`config.mk`:
```
export PLATFORM = sky130hd
export DESIGN_NAME = pool_window_scheduler
export DESIGN_NICKNAME = d
export VERILOG_FILES = /design/src/rtl/pool_window_scheduler_pkg.sv /design/src/rtl/pool_line_buffer.sv /design/src/rtl/pool_window_scheduler.sv
export SDC_FILE = /design/constraint.sdc
export NUM_CORES = 1
export LEC_CHECK = 0
export ABC_AREA = 1
export CAP_MARGIN = 15
export CORE_AREA = 2 2 225 227
export CTS_CLUSTER_SIZE = 8
export DETAILED_ROUTE_END_ITERATION = 8
export DIE_AREA = 0 0 227 229
export PLACE_DENSITY = 0.72
export SLEW_MARGIN = 20
export SYNTH_ARGS = -nofsm -noshare
export SYNTH_HDL_FRONTEND = slang
export SYNTH_SLANG_ARGS = --single-unit
```
`constraint.sdc`:
```
create_clock -name clock -period 7 [get_ports clock]
set_clock_uncertainty 0.1 [all_clocks]
set_input_delay 0.7 -clock clock [delete_from_list [all_inputs] [get_ports clock]]
set_output_delay 0.7 -clock clock [all_outputs]
set_load 0.01 [all_outputs]
```
`src/rtl/pool_window_scheduler_pkg.sv`:
```
`default_nettype none
// ============================================================================
// Package    : pool_pkg
// Description: Shared types and defaults for the 2x2 pooling window scheduler.
// Revision   : 1.0 - initial release
// ============================================================================
package pool_pkg;

    localparam int POOL_DATA_W    = 8;
    localparam int POOL_MAX_WIDTH = 64;
    localparam int WINDOW_ELEMS   = 4;

    typedef enum logic [2:0] {
        IDLE     = 3'd0,
        ROW_EVEN = 3'd1,
        ROW_ODD  = 3'd2,
        EMIT     = 3'd3,
        SKIP_ROW = 3'd4,
        DRAIN    = 3'd5
    } pool_sched_state_t;

endpackage
`default_nettype wire

```
`src/rtl/pool_line_buffer.sv`:
```
`default_nettype none
// ============================================================================
// Module     : pool_line_buffer
// Description: One-row line buffer, synchronous write, column-addressed read.
// Revision   : 1.0 - initial release
// ============================================================================
module pool_line_buffer #(
    parameter int DATA_W = 8,
    parameter int DEPTH  = 64,
    parameter int ADDR_W = $clog2(DEPTH)
) (
    input  logic              clock,
    input  logic              wr_en,
    input  logic [ADDR_W-1:0] wr_addr,
    input  logic [DATA_W-1:0] wr_data,
    input  logic [ADDR_W-1:0] rd_addr,
    output logic [DATA_W-1:0] rd_data
);

    logic [DATA_W-1:0] r_mem [DEPTH];

    always_ff @(posedge clock) begin
        if (wr_en) begin
            r_mem[wr_addr] <= wr_data;
        end
    end

    assign rd_data = r_mem[rd_addr];

endmodule
`default_nettype wire

```
`src/rtl/pool_window_scheduler.sv`:
```
`default_nettype none
// ============================================================================
// Module     : pool_window_scheduler
// Description: Buffers even rows and streams 2x2 windows to the max-pool unit.
//              Optional stall counter enabled by macro POOL_SCHED_PERF_EN.
// Revision   : 1.0 - initial release
// ============================================================================
module pool_window_scheduler
    import pool_pkg::*;
#(
    parameter int DATA_W    = POOL_DATA_W,
    parameter int MAX_WIDTH = POOL_MAX_WIDTH,
    parameter int DIM_W     = 7
) (
    input  logic              clock,
    input  logic              reset,
    input  logic              cfg_start,
    input  logic [DIM_W-1:0]  cfg_width,
    input  logic [DIM_W-1:0]  cfg_height,
    input  logic [DATA_W-1:0] in_data,
    input  logic              in_valid,
    output logic              in_ready,
    output logic              pool_clear,
    output logic              pool_enable,
    output logic [DATA_W-1:0] pool_data,
    output logic              pool_data_valid,
    input  logic              pool_result_valid,
    output logic              busy,
    output logic              done,
    output logic [31:0]       perf_stall_cycles
);

    localparam int                AW        = $clog2(MAX_WIDTH);
    localparam int                CW        = 2 * DIM_W;
    localparam logic [DIM_W-1:0]  DIM_ONE   = DIM_W'(1);
    localparam logic [DIM_W-1:0]  DIM_TWO   = DIM_W'(2);
    localparam logic [DIM_W-1:0]  DIM_MAX   = DIM_W'(MAX_WIDTH);
    localparam logic [CW-1:0]     CNT_ONE   = CW'(1);
    localparam logic [1:0]        EMIT_LAST = 2'(WINDOW_ELEMS - 1);

    pool_sched_state_t r_state;
    pool_sched_state_t w_row_done_state;

    logic [DIM_W-1:0]  r_width;
    logic [DIM_W-1:0]  r_height;
    logic [DIM_W-1:0]  r_col;
    logic [DIM_W-1:0]  r_row_pair;
    logic [1:0]        r_emit_idx;
    logic [DATA_W-1:0] r_hold;
    logic [DATA_W-1:0] r_cur;
    logic [DATA_W-1:0] r_pool_data;
    logic [CW-1:0]     r_result_cnt;
    logic [CW-1:0]     r_total;
    logic              r_busy;
    logic              r_done;
    logic              r_pool_clear;
    logic              r_pool_enable;

    logic              w_xfer;
    logic              w_wr_en;
    logic              w_last_col;
    logic              w_last_pair;
    logic              w_cfg_legal;
    logic [AW-1:0]     w_rd_addr;
    logic [DATA_W-1:0] w_rd_data;
    logic [CW-1:0]     w_cnt_next;

    assign in_ready        = (r_state == ROW_EVEN) || (r_state == ROW_ODD) || (r_state == SKIP_ROW);
    assign w_xfer          = in_valid & in_ready;
    assign w_wr_en         = w_xfer && (r_state == ROW_EVEN);
    assign w_last_col      = (r_col == (r_width - DIM_ONE));
    assign w_last_pair     = (r_row_pair == ((r_height >> 1) - DIM_ONE));
    assign w_cfg_legal     = (cfg_width >= DIM_TWO) && (cfg_width <= DIM_MAX) && (cfg_height >= DIM_TWO);
    assign w_cnt_next      = (r_busy && pool_result_valid) ? (r_result_cnt + CNT_ONE) : r_result_cnt;
    // Entering EMIT fetches the left column of the pair; inside EMIT the right one.
    assign w_rd_addr       = (r_state == EMIT) ? r_col[AW-1:0] : AW'(r_col - DIM_ONE);

    assign pool_clear      = r_pool_clear;
    assign pool_enable     = r_pool_enable;
    assign pool_data_valid = r_pool_enable;
    assign pool_data       = r_pool_data;
    assign busy            = r_busy;
    assign done            = r_done;

    always_comb begin
        w_row_done_state = DRAIN;
        if (!w_last_pair) begin
            w_row_done_state = ROW_EVEN;
        end else if (r_height[0]) begin
            w_row_done_state = SKIP_ROW;
        end
    end

    pool_line_buffer #(
        .DATA_W (DATA_W),
        .DEPTH  (MAX_WIDTH),
        .ADDR_W (AW)
    ) u_line_buf (
        .clock   (clock),
        .wr_en   (w_wr_en),
        .wr_addr (r_col[AW-1:0]),
        .wr_data (in_data),
        .rd_addr (w_rd_addr),
        .rd_data (w_rd_data)
    );

    always_ff @(posedge clock) begin
        if (reset) begin
            r_state       <= IDLE;
            r_width       <= '0;
            r_height      <= '0;
            r_col         <= '0;
            r_row_pair    <= '0;
            r_emit_idx    <= '0;
            r_hold        <= '0;
            r_cur         <= '0;
            r_pool_data   <= '0;
            r_result_cnt  <= '0;
            r_total       <= '0;
            r_busy        <= 1'b0;
            r_done        <= 1'b0;
            r_pool_clear  <= 1'b0;
            r_pool_enable <= 1'b0;
        end else begin
            r_done       <= 1'b0;
            r_pool_clear <= 1'b0;
            r_result_cnt <= w_cnt_next;

            case (r_state)
                IDLE: begin
                    if (cfg_start) begin
                        r_width      <= cfg_width;
                        r_height     <= cfg_height;
                        r_col        <= '0;
                        r_row_pair   <= '0;
                        r_emit_idx   <= '0;
                        r_result_cnt <= '0;
                        r_total      <= CW'(cfg_width >> 1) * CW'(cfg_height >> 1);
                        if (w_cfg_legal) begin
                            r_busy       <= 1'b1;
                            r_pool_clear <= 1'b1;
                            r_state      <= ROW_EVEN;
                        end else begin
                            r_done <= 1'b1;
                        end
                    end
                end

                ROW_EVEN: begin
                    if (w_xfer) begin
                        if (w_last_col) begin
                            r_col   <= '0;
                            r_state <= ROW_ODD;
                        end else begin
                            r_col <= r_col + DIM_ONE;
                        end
                    end
                end

                ROW_ODD: begin
                    if (w_xfer) begin
                        if (!r_col[0] && w_last_col) begin
                            // Trailing element of an odd-width row has no partner.
                            r_col      <= '0;
                            r_row_pair <= r_row_pair + DIM_ONE;
                            r_state    <= w_row_done_state;
                        end else if (!r_col[0]) begin
                            r_hold <= in_data;
                            r_col  <= r_col + DIM_ONE;
                        end else begin
                            r_cur         <= in_data;
                            r_pool_enable <= 1'b1;
                            r_pool_data   <= w_rd_data;
                            r_emit_idx    <= '0;
                            r_state       <= EMIT;
                        end
                    end
                end

                EMIT: begin
                    r_emit_idx <= r_emit_idx + 2'd1;
                    case (r_emit_idx)
                        2'd0:    r_pool_data <= w_rd_data;
                        2'd1:    r_pool_data <= r_hold;
                        2'd2:    r_pool_data <= r_cur;
                        default: r_pool_data <= '0;
                    endcase
                    if (r_emit_idx == EMIT_LAST) begin
                        r_pool_enable <= 1'b0;
                        r_pool_data   <= '0;
                        if ((r_col + DIM_ONE) < r_width) begin
                            r_col   <= r_col + DIM_ONE;
                            r_state <= ROW_ODD;
                        end else begin
                            r_col      <= '0;
                            r_row_pair <= r_row_pair + DIM_ONE;
                            r_state    <= w_row_done_state;
                        end
                    end
                end

                SKIP_ROW: begin
                    if (w_xfer) begin
                        if (w_last_col) begin
                            r_col   <= '0;
                            r_state <= DRAIN;
                        end else begin
                            r_col <= r_col + DIM_ONE;
                        end
                    end
                end

                DRAIN: begin
                    // Look-ahead on the count so done follows the final result by one cycle.
                    if (w_cnt_next == r_total) begin
                        r_done  <= 1'b1;
                        r_busy  <= 1'b0;
                        r_state <= IDLE;
                    end
                end

                default: begin
                    r_state <= IDLE;
                end
            endcase
        end
    end

`ifdef POOL_SCHED_PERF_EN
    logic [31:0] r_stall_cnt;

    always_ff @(posedge clock) begin
        if (reset) begin
            r_stall_cnt <= '0;
        end else if ((r_state == IDLE) && cfg_start) begin
            r_stall_cnt <= '0;
        end else if (r_busy && in_valid && !in_ready && (r_stall_cnt != 32'hFFFF_FFFF)) begin
            r_stall_cnt <= r_stall_cnt + 32'd1;
        end
    end

    assign perf_stall_cycles = r_stall_cnt;
`else
    assign perf_stall_cycles = 32'd0;
`endif

endmodule
`default_nettype wire

```
==> flow_metrics.py <==
metrics = {
    "status": {
        "outcome": "finished, final reports clean",
    },
    "timing": {
        "hold_viol": 0,
        "fmax_mhz": 223,
        "rsz0062_at_grt": "false",
        "drv_slew": 0,
        "setup_viol": 0,
        "worst_slew_pin_slew_ns": 1.09,
        "fin_crit_sh_pct": 63.9,
        "slew-limit-headroom_pct": 27.3,
        "fin_setup_tns_ns": 0,
        "post-route-min-period_ns": 4.47,
    },
    "worst_setup_path": {
        "r2r_cells": 15,
        "worstPathRequired_ns": 7.44,
        "start_kind": "flip-flop",
        "arrival_ns": 4.91,
        "r2r_setup_slack_ns": 2.53,
        "critical_path_class": "reg2reg",
        "endpoint_kind": "flip-flop",
        "crit_fanout": 94,
        "r2r-end": "pool_data[3]$_SDFFE_PP0P_",
        "rr_startpoint": "r_col[0]$_SDFFE_PP0P_",
    },
    "final_layout": {
        "multi_input_area_um2": 8360,
        "fin_nets": 2736,
        "drive_gt1_share_pct": 5.14,
        "final_cells": 3355,
        "fillCellCount": 3979,
        "antennaDiodeCount": 0,
        "register_area_um2": 17100,
        "syn2layout_area_growth_pct": 10.9,
    },
    "placed_design": {
        "place.port_buffers": 40,
        "place_inst": 3240,
        "place.gp.congestion": 0.890,
        "hpwl_mm": 38.7,
    },
    "drt": {
        "antenna_violating_nets_post_route": 0,
        "vias": 19300,
        "avgRoutedWirePerCell_um": 19.9,
        "drtIter0Drc": 1963,
        "wirelength_mm": 66.9,
        "vias_per_cell": 5.76,
        "drc": 0,
        "drt_pre_antenna_iters": 6,
    },
    "yosys": {
        "synth_top_area_share_pct": 56.9,
        "synth_area_um2": 27000,
        "ys.warnings.count": 0,
        "yosysSeqAreaShare_pct": 63.4,
        "synth_commonest_cells": "677 x nand2_1, 547 x nand3_1, 512 x edfxtp_1",
        "synth_cell_types": 43,
        "syn_area_per_cell_um2": 10.2,
        "dominantRegCellSynth": "edfxtp_1",
        "synth-edff-count": 512,
        "synth_area_leaders": "edfxtp_1 57%, nand3_1 10%, nand2_1 9.4%",
        "yosysTopAreaCell": "edfxtp_1",
        "synthCells": 2643,
        "async_flop_share_pct": 0,
        "synth-seq-cells": 599,
        "synth_most_common_cell": "nand2_1",
    },
    "cts": {
        "post_cts_buffers": 0,
        "cts_root_buf": "clkbuf_16",
        "cts_tree": "yes",
        "htreeDepth": 3,
        "holdBufCountCts": 0,
        "cts.sink_count": 599,
        "clk_latency_ns": 0.61,
        "numCtsBuffers": 84,
        "cts.clk_slew.worst_paths_ns": 0.05,
        "cts_buffer_depth": 3,
        "cts_resized": 0,
    },
    "hold_path": {
        "whs_path_depth": 2,
        "hp-class": "reg2reg",
        "min-delay-start": "r_cur[0]$_SDFFE_PP0P_",
        "worst_hold_path.endpoint": "r_cur[0]$_SDFFE_PP0P_",
    },
    "grt": {
        "gr-total-overflow": 0,
        "grt_pass1_wl_mm": 103,
        "grt_max_degree": 114,
        "grt_pass1_vias": 18700,
        "antenna_found_initial": 0,
        "grt_usage_pct": 25.8,
    },
    "floorplan": {
        "dieArea_um2": 52000,
        "die_h_um": 229,
        "core.rowCount": 82,
        "coreArea_um2": 49700,
        "initial_core_util_pct": 54.4,
        "io_pins": 73,
        "fp.dieW_um": 227,
    },
    "power": {
        "total_leakage_power_nw": 11.1,
        "vdd_drop_max_mv": 0.250,
        "powerDensity_nw_per_um2": 348,
    },
    "job": {
        "drv_cap": 0,
    },
}
-- routing by layer --
metal / GRT usage [%] / part of all wire [%] / routed length (um)
met1: 34.2 / 40 / 26700
met2: 42.2 / 49 / 32600
met3: 3.99 / 7.8 / 5200
met4: 11.3 / 3.6 / 2400
met5: 0 / 0 / 0
-- worst max-delay path, stage by stage, from the launching register on --
cell	delay, ns
dfxtp_1	0.61
clkinv_2	0.32
nand2_4	0.47
nand2_8	0.45
inv_6	0.72
buf_4	0.46
nand2_1	0.11
nand3_1	0.08
nand3_1	0.10
nand3_1	0.10
nand3_1	0.14
nand3_1	0.16
nand2_1	0.16
nand2_1	0.09
nand2_1	0.05
a21oi_1	0.13
-- cell usage in the layout, fill, tap and decap left out, types with 4 or more instances in the layout --
cell type        netlist  final
nand2_1              677    677
o211ai_1              23     23
dfxtp_1               87     87
o22ai_1               20     20
clkbuf_16              0     87
xor2_1                21     20
clkbuf_1              36     25
xnor2_1                6      6
o21ai_0               61     61
fa_1                  17     17
clkdlybuf4s50_1        0     32
nor3_1                 9      9
edfxtp_1             512    512
buf_4                 52     19
nor2_1               142    142
conb_1                 1     32
buf_2                 70      8
inv_1                197    197
nand3_1              547    547
nand4_1               14     14
ha_1                  38     38
nand3b_1               4      4
a21oi_1               67     67
inv_2                  5      4
-- cell type report --
type	instances	area share, %
Tap cell	672	2.81
Timing Repair Buffer	61	1.81
Inverter	205	2.59
Clock buffer	112	7.58
Sequential cell	599	57.1
Multi-Input combinational cell	1703	27.9
Clock inverter	3	0.163
-- logic make-up after synthesis --
logic type                 count (synthesis)  share of synthesized area [%]
adders and majority gates                 55                           3.02
xor gates and xnor gates                  28                          0.936
buffers and inverters                    372                           6.25
and+or+nand+nor                         1404                           22.6
DFF                                      599                           63.4
other                                      1                         0.0139
AOI/OAI and AO/OA                        184                           3.80
-- where the power goes --
group	total, W	switching [W]	internal [W]
Clock	0.00366	0.00143	0.00223
Sequential	0.00399	0.0000467	0.00394
Combinational	0.00279	0.00199	0.000794
Total	0.0104	0.00347	0.00696
-- metrics by stage --
step / hold WS, ns / cell area, um^2 / utilization (%) / total power [W] / setup WS, ns
after CTS: 0.355 / 30000 / 60.3 / 0.0104 / 2.68
final: 0.355 / 30000 / 60.3 / 0.0104 / 2.53
after detailed placement: 0.347 / 27600 / 55.6 / 0.00679 / 2.27
after global routing: 0.379 / 30000 / 60.3 / 0.0109 / 2.27
after global placement: 0.341 / 27600 / 55.6 / 0.00673 / 2.30
after floorplan: 0.330 / 27100 / - / 0.00600 / 2.97
-- state kept, by name, summed over array words and instances, names as in the netlist --
signal	cells
r_row_pair	7
r_emit_idx	2
pool_clear	1
pool_data	8
r_hold	8
u_line_buf.r_mem	512
r_cur	8
r_state	3
r_col	7
done	1
pool_data_valid	1
r_total	12
r_result_cnt	14
r_width	7
r_height	7
busy	1
-- how the worst max path moves through the flow --
stage / from / to / slack [ns]
finish: r_col[0]$_SDFFE_PP0P_ / pool_data[3]$_SDFFE_PP0P_ / 2.53
global route: r_col[0]$_SDFFE_PP0P_ / pool_data[3]$_SDFFE_PP0P_ / 2.27
CTS: r_col[0]$_SDFFE_PP0P_ / pool_data[3]$_SDFFE_PP0P_ / 2.68
detailed placement: cfg_width[3] / r_total[11]$_SDFFE_PP0P_ / 2.27
global placement: cfg_width[3] / r_total[11]$_SDFFE_PP0P_ / 2.30
floorplan: cfg_width[6] / r_total[10]$_SDFFE_PP0P_ / 2.97
Power figures use the tool's default switching activity.
==> RTL change 1: new RTL, config.mk and constraints unchanged <==
Re-encode `pool_sched_state_t` (6 states) as one-hot, 6 bits wide.
--- a/src/rtl/pool_window_scheduler_pkg.sv
+++ b/src/rtl/pool_window_scheduler_pkg.sv
@@ -11,11 +11,11 @@
     localparam int WINDOW_ELEMS   = 4;
 
-    typedef enum logic [2:0] {
-        IDLE     = 3'd0,
-        ROW_EVEN = 3'd1,
-        ROW_ODD  = 3'd2,
-        EMIT     = 3'd3,
-        SKIP_ROW = 3'd4,
-        DRAIN    = 3'd5
+    typedef enum logic [5:0] {
+        IDLE     = 6'b000001,
+        ROW_EVEN = 6'b000010,
+        ROW_ODD  = 6'b000100,
+        EMIT     = 6'b001000,
+        SKIP_ROW = 6'b010000,
+        DRAIN    = 6'b100000
     } pool_sched_state_t;
 
Check against the original RTL: no difference found for any inputs over 4 cycles, from zero or initial values and one cycle with reset high; so few cycles prove little.
==> RTL change 1 against the unedited design <==
- sequential cell count up 3
- worst setup slack better by 0.31 ns
- non-clock buffer count down 1
- synthesized area up 0.72%
- routed wire length down 1.3%
- design area up 0.56%
- synthesized cell count up 1.9%
Power is not compared: it rests on default switching activity, and its combinational part moved more than twofold at a synthesized area within 25%.
==> RTL change 1: results <==
group,metric,value,unit
routing,vias,19300,
layout,insertedDiodeCount,0,
clocking,numCtsBuffers,85,
global_route,grt_pass1_vias,18700,
routing,route.met3.wl,4.85,mm
worst_setup_path,slowest_stage,"buf_4",
place,io_buffer_count,40,
status,status,"finished clean",
global_route,grt_pass1_wl,103,mm
routing,routed_wl,66.0,mm
global_route,gr-usage-met2,0.411,
place,placed_cells,3289,
synth,synth_edf_count,512,
worst_setup_path,critPathMaxFanout,65,
power,p_leak,11.5,nW
clocking,cts_root_buf,"clkbuf_16",
layout,top_regs,"u_line_buf.r_mem (512), r_result_cnt (14), r_total (12)",
global_route,grt_max_degree,143,
synth,synth_cells,2692,
global_route,grtUsageMet3,0.0404,
routing,highest_layer,"met4",
synth,yosysSeqAreaShare,0.632,
global_route,antenna_found_initial,0,
layout,fin_nets,2786,
worst_setup_path,reg2reg_depth,13,
global_route,met1_usage,0.348,
synth,yosys.cell_types.count,42,
sta,relSlewSlack,0.380,
routing,drt_iter0_markers,1927,
clocking,clock_path_buffers,3,
worst_setup_path,slowest_delay,0.65,ns
worst_setup_path,crit_start,"r_col[1]$_SDFFE_PP0P_",
synth,synth_top_cells_by_count,"738 x nand2_1, 547 x nand3_1, 512 x edfxtp_1, 205 x inv_1, 136 x nor2_1",
global_route,grt.total_usage,0.257,
place,place_congestion,0.901,
synth,synth_ff_type,"edfxtp_1",
worst_setup_path,worst_path_dominant_cell_family,"buffers and inverters",
layout,fillers,4049,
synth,async_flop_share,0,
routing,routedWlPerCell,19.4,microns
routing,wl_met1,26.8,mm
worst_setup_path,r2r_slack,2.84,ns
clocking,insertion_delay,0.62,ns
layout,drive_above_1_share,0.0583,
worst_setup_path,crit_end,"pool_data[7]$_SDFFE_PP0P_",
synth,yosys-top-cells-area,"edfxtp_1 57%, nand2_1 10%, nand3_1 10%, dfxtp_1 6.6%, inv_1 2.8%",
routing,wl_met2,31.7,mm
power,intPower,6.50,mW
clocking,htree_levels,3,
worst_setup_path,critPathArrivalTime,4.54,ns
clocking,cts_setup_buffers,0,
layout,largest_reg_flops,512,
routing,dr.pass1.iters,6,
place,dp_hpwl,38.4,mm
RTL change 1: cell types whose count changed after synthesis, moves of 8 or more:
cell | unedited run | this run
inv_1 | 197 | 205
o22ai_1 | 20 | 12
o211ai_1 | 23 | 0
xor2_1 | 21 | 30
buf_2 | 70 | 84
nand2_1 | 677 | 738
buf_4 | 52 | 43
RTL change 1: worst min-delay path by stage:
stage | start | endpoint | slack [ns] | depth (start not counted)
after floorplan | r_hold[1]$_SDFFE_PP0P_ | r_hold[1]$_SDFFE_PP0P_ | 0.32 | 2
after global routing | r_hold[2]$_SDFFE_PP0P_ | r_hold[2]$_SDFFE_PP0P_ | 0.38 | 2
after CTS | r_hold[2]$_SDFFE_PP0P_ | r_hold[2]$_SDFFE_PP0P_ | 0.35 | 2
after global placement | r_cur[7]$_SDFFE_PP0P_ | r_cur[7]$_SDFFE_PP0P_ | 0.34 | 2
after detailed placement | r_hold[2]$_SDFFE_PP0P_ | r_hold[2]$_SDFFE_PP0P_ | 0.35 | 2
final | r_hold[2]$_SDFFE_PP0P_ | r_hold[2]$_SDFFE_PP0P_ | 0.36 | 2
RTL change 1: per-stage QoR:
step / hold slack [ns] / setup slack (ns) / instance area [sq um]
2_1_floorplan: 0.325 / 2.94 / 27300
3_3_place_gp: 0.340 / 2.18 / 27800
3_5_place_dp: 0.346 / 2.19 / 27800
4_1_cts: 0.353 / 2.84 / 30100
5_1_grt: 0.377 / 2.52 / 30100
6_report: 0.356 / 2.84 / 30100
RTL change 1: layout make-up:
| cell class | count | area [sq um] | share of cell area |
|---|---|---|---|
| sequential | 602 | 17200 | 0.570 |
| multi-input combinational | 1740 | 8460 | 0.281 |
| clock buffer | 103 | 2250 | 0.0746 |
| tap | 672 | 841 | 0.0279 |
| inverter | 215 | 807 | 0.0268 |
| timing repair buffer | 60 | 536 | 0.0178 |
| clock inverter | 5 | 51.3 | 0.00170 |
RTL change 1: power by group through the flow:
stage | registers, mW | clock network, mW | logic (mW)
final | 3.99 | 3.64 | 1.09
after global routing | 3.99 | 3.82 | 1.21
after CTS | 3.99 | 3.67 | 1.09
after detailed placement | 4.05 | 0 | 1.08
after global placement | 4.05 | 0 | 1.06
after floorplan | 4.04 | 0 | 0.764
RTL change 1: worst min-delay path, delay by kind of cell (launching register included):
kind	cells	cell delay [ns]
buffers and inverters	1	0.05
AOI/OAI and AO/OA	1	0.06
DFF	1	0.29
RTL change 1: cell families (layout without fill, tap and decap cells):
family / Yosys count / count (layout) / share of synthesized area
buffers and inverters: 381 / 383 / 0.0633
xor gates and xnor gates: 41 / 41 / 0.0138
AOI/OAI and AO/OA: 145 / 145 / 0.0282
and+or+nand+nor: 1467 / 1467 / 0.233
adders and majority gates: 55 / 55 / 0.0300
other: 1 / 32 / 0.000138
DFF: 602 / 602 / 0.632
==> RTL change 2: new RTL, same flow settings <==
Without the edit above. Set the parameter `DIM_W` to 6 (it was 7).
--- a/src/rtl/pool_window_scheduler.sv
+++ b/src/rtl/pool_window_scheduler.sv
@@ -11,5 +11,5 @@
     parameter int DATA_W    = POOL_DATA_W,
     parameter int MAX_WIDTH = POOL_MAX_WIDTH,
-    parameter int DIM_W     = 7
+    parameter int DIM_W     = 6
 ) (
     input  logic              clock,
Ports: changed (resized cfg_height and cfg_width); port bits go from 73 to 71. The function was not compared with the original's and may differ.
==> RTL change 2 against the unedited design <==
- global-route usage decreased by 0.38 points
- count of clock-buffer cells in the layout decreased by 8
- worst setup slack got worse by 0.15 ns
- routed wire length decreased by 2.3%
- synthesized area decreased by 2.5%
- design area decreased by 2.4%
- sequential cell count decreased by 8
Power is not compared: it rests on default switching activity, and its combinational part moved more than twofold at a synthesized area within 25%.
==> RTL change 2: results <==
group,metric,value,unit
hold_path,hp-start,"r_cur[3]$_SDFFE_PP0P_",
routing,vias_per_cell,5.87,
sta,relSlewSlack,0.332,
global_route,gr-usage-met2,0.407,
routing,wl_met1,25.9,mm
synth,yosys.area_share.adder,0.0235,
layout,top_regs,"u_line_buf.r_mem (512), r_result_cnt (12), r_total (10)",
clocking,numCtsBuffers,83,
status,status,"finished clean",
place,dp_hpwl,37.7,mm
synth,synth_compound_area_frac,0.0268,
worst_setup_path,r2r-start,"r_state[2]$_SDFFE_PP0P_",
routing,routedWlPerCell,20.2,microns
synth,synthXorXnorAreaFrac,0.0103,
global_route,met1_usage,0.344,
synth,yosysSeqAreaShare,0.644,
place,place_congestion,0.899,
global_route,grt.total_usage,0.254,
synth,yosys.cell_types.count,38,
routing,wl_met2,31.3,mm
worst_setup_path,r2r_slack,2.38,ns
global_route,grt_max_degree,129,
worst_setup_path,reg2reg_depth,14,
worst_setup_path,critPathArrivalTime,5.01,ns
worst_setup_path,crit_start,"r_state[2]$_SDFFE_PP0P_",
place,placed_area,0.0270,sq mm
global_route,grt_pass1_wl,102,mm
place,io_buffer_count,38,
worst_setup_path,crit_end,"pool_data[1]$_SDFFE_PP0P_",
worst_setup_path,slowest_stage,"clkinv_2",
worst_setup_path,slowest_delay,0.94,ns
worst_setup_path,critPathMaxFanout,117,
synth,yosys-top-cells-area,"edfxtp_1 58%, nand3_1 13%, nand2_1 7.8%, dfxtp_1 6.0%, inv_1 2.3%",
global_route,grt_pass1_vias,18400,
layout,area_growth,11.1,%
layout,drive_above_1_share,0.0547,
-- RTL change 2: cell count changes in the layout (fill, tap and decap cells not counted), moves of 12 or more --
| cell | change |
|---|---|
| nand3_1 | +116 |
| inv_1 | -37 |
| nand3b_1 | +22 |
| nand2_1 | -132 |
| nor2_1 | -19 |
| o21ai_0 | -12 |
| o211ai_1 | -22 |
-- RTL change 2: layout make-up --
cell class | instances | share of cell area
inverters | 166 | 0.0214
clock inverters | 4 | 0.00235
repair buffers | 62 | 0.0187
well taps | 672 | 0.0288
flip-flops and latches | 591 | 0.580
clock buffers | 104 | 0.0745
multi-input cells | 1633 | 0.274
-- RTL change 2: stage by stage --
stage | cells | hold slack (ns) | setup slack, ns | total power [mW]
final | 3232 | 0.352 | 2.38 | 7.62
after global routing | 3232 | 0.371 | 2.11 | 7.82
after floorplan | 2561 | 0.330 | 3.26 | 4.05
after CTS | 3232 | 0.353 | 2.46 | 7.65
after global placement | 3124 | 0.341 | 2.42 | 4.12
after detailed placement | 3124 | 0.348 | 2.40 | 4.13
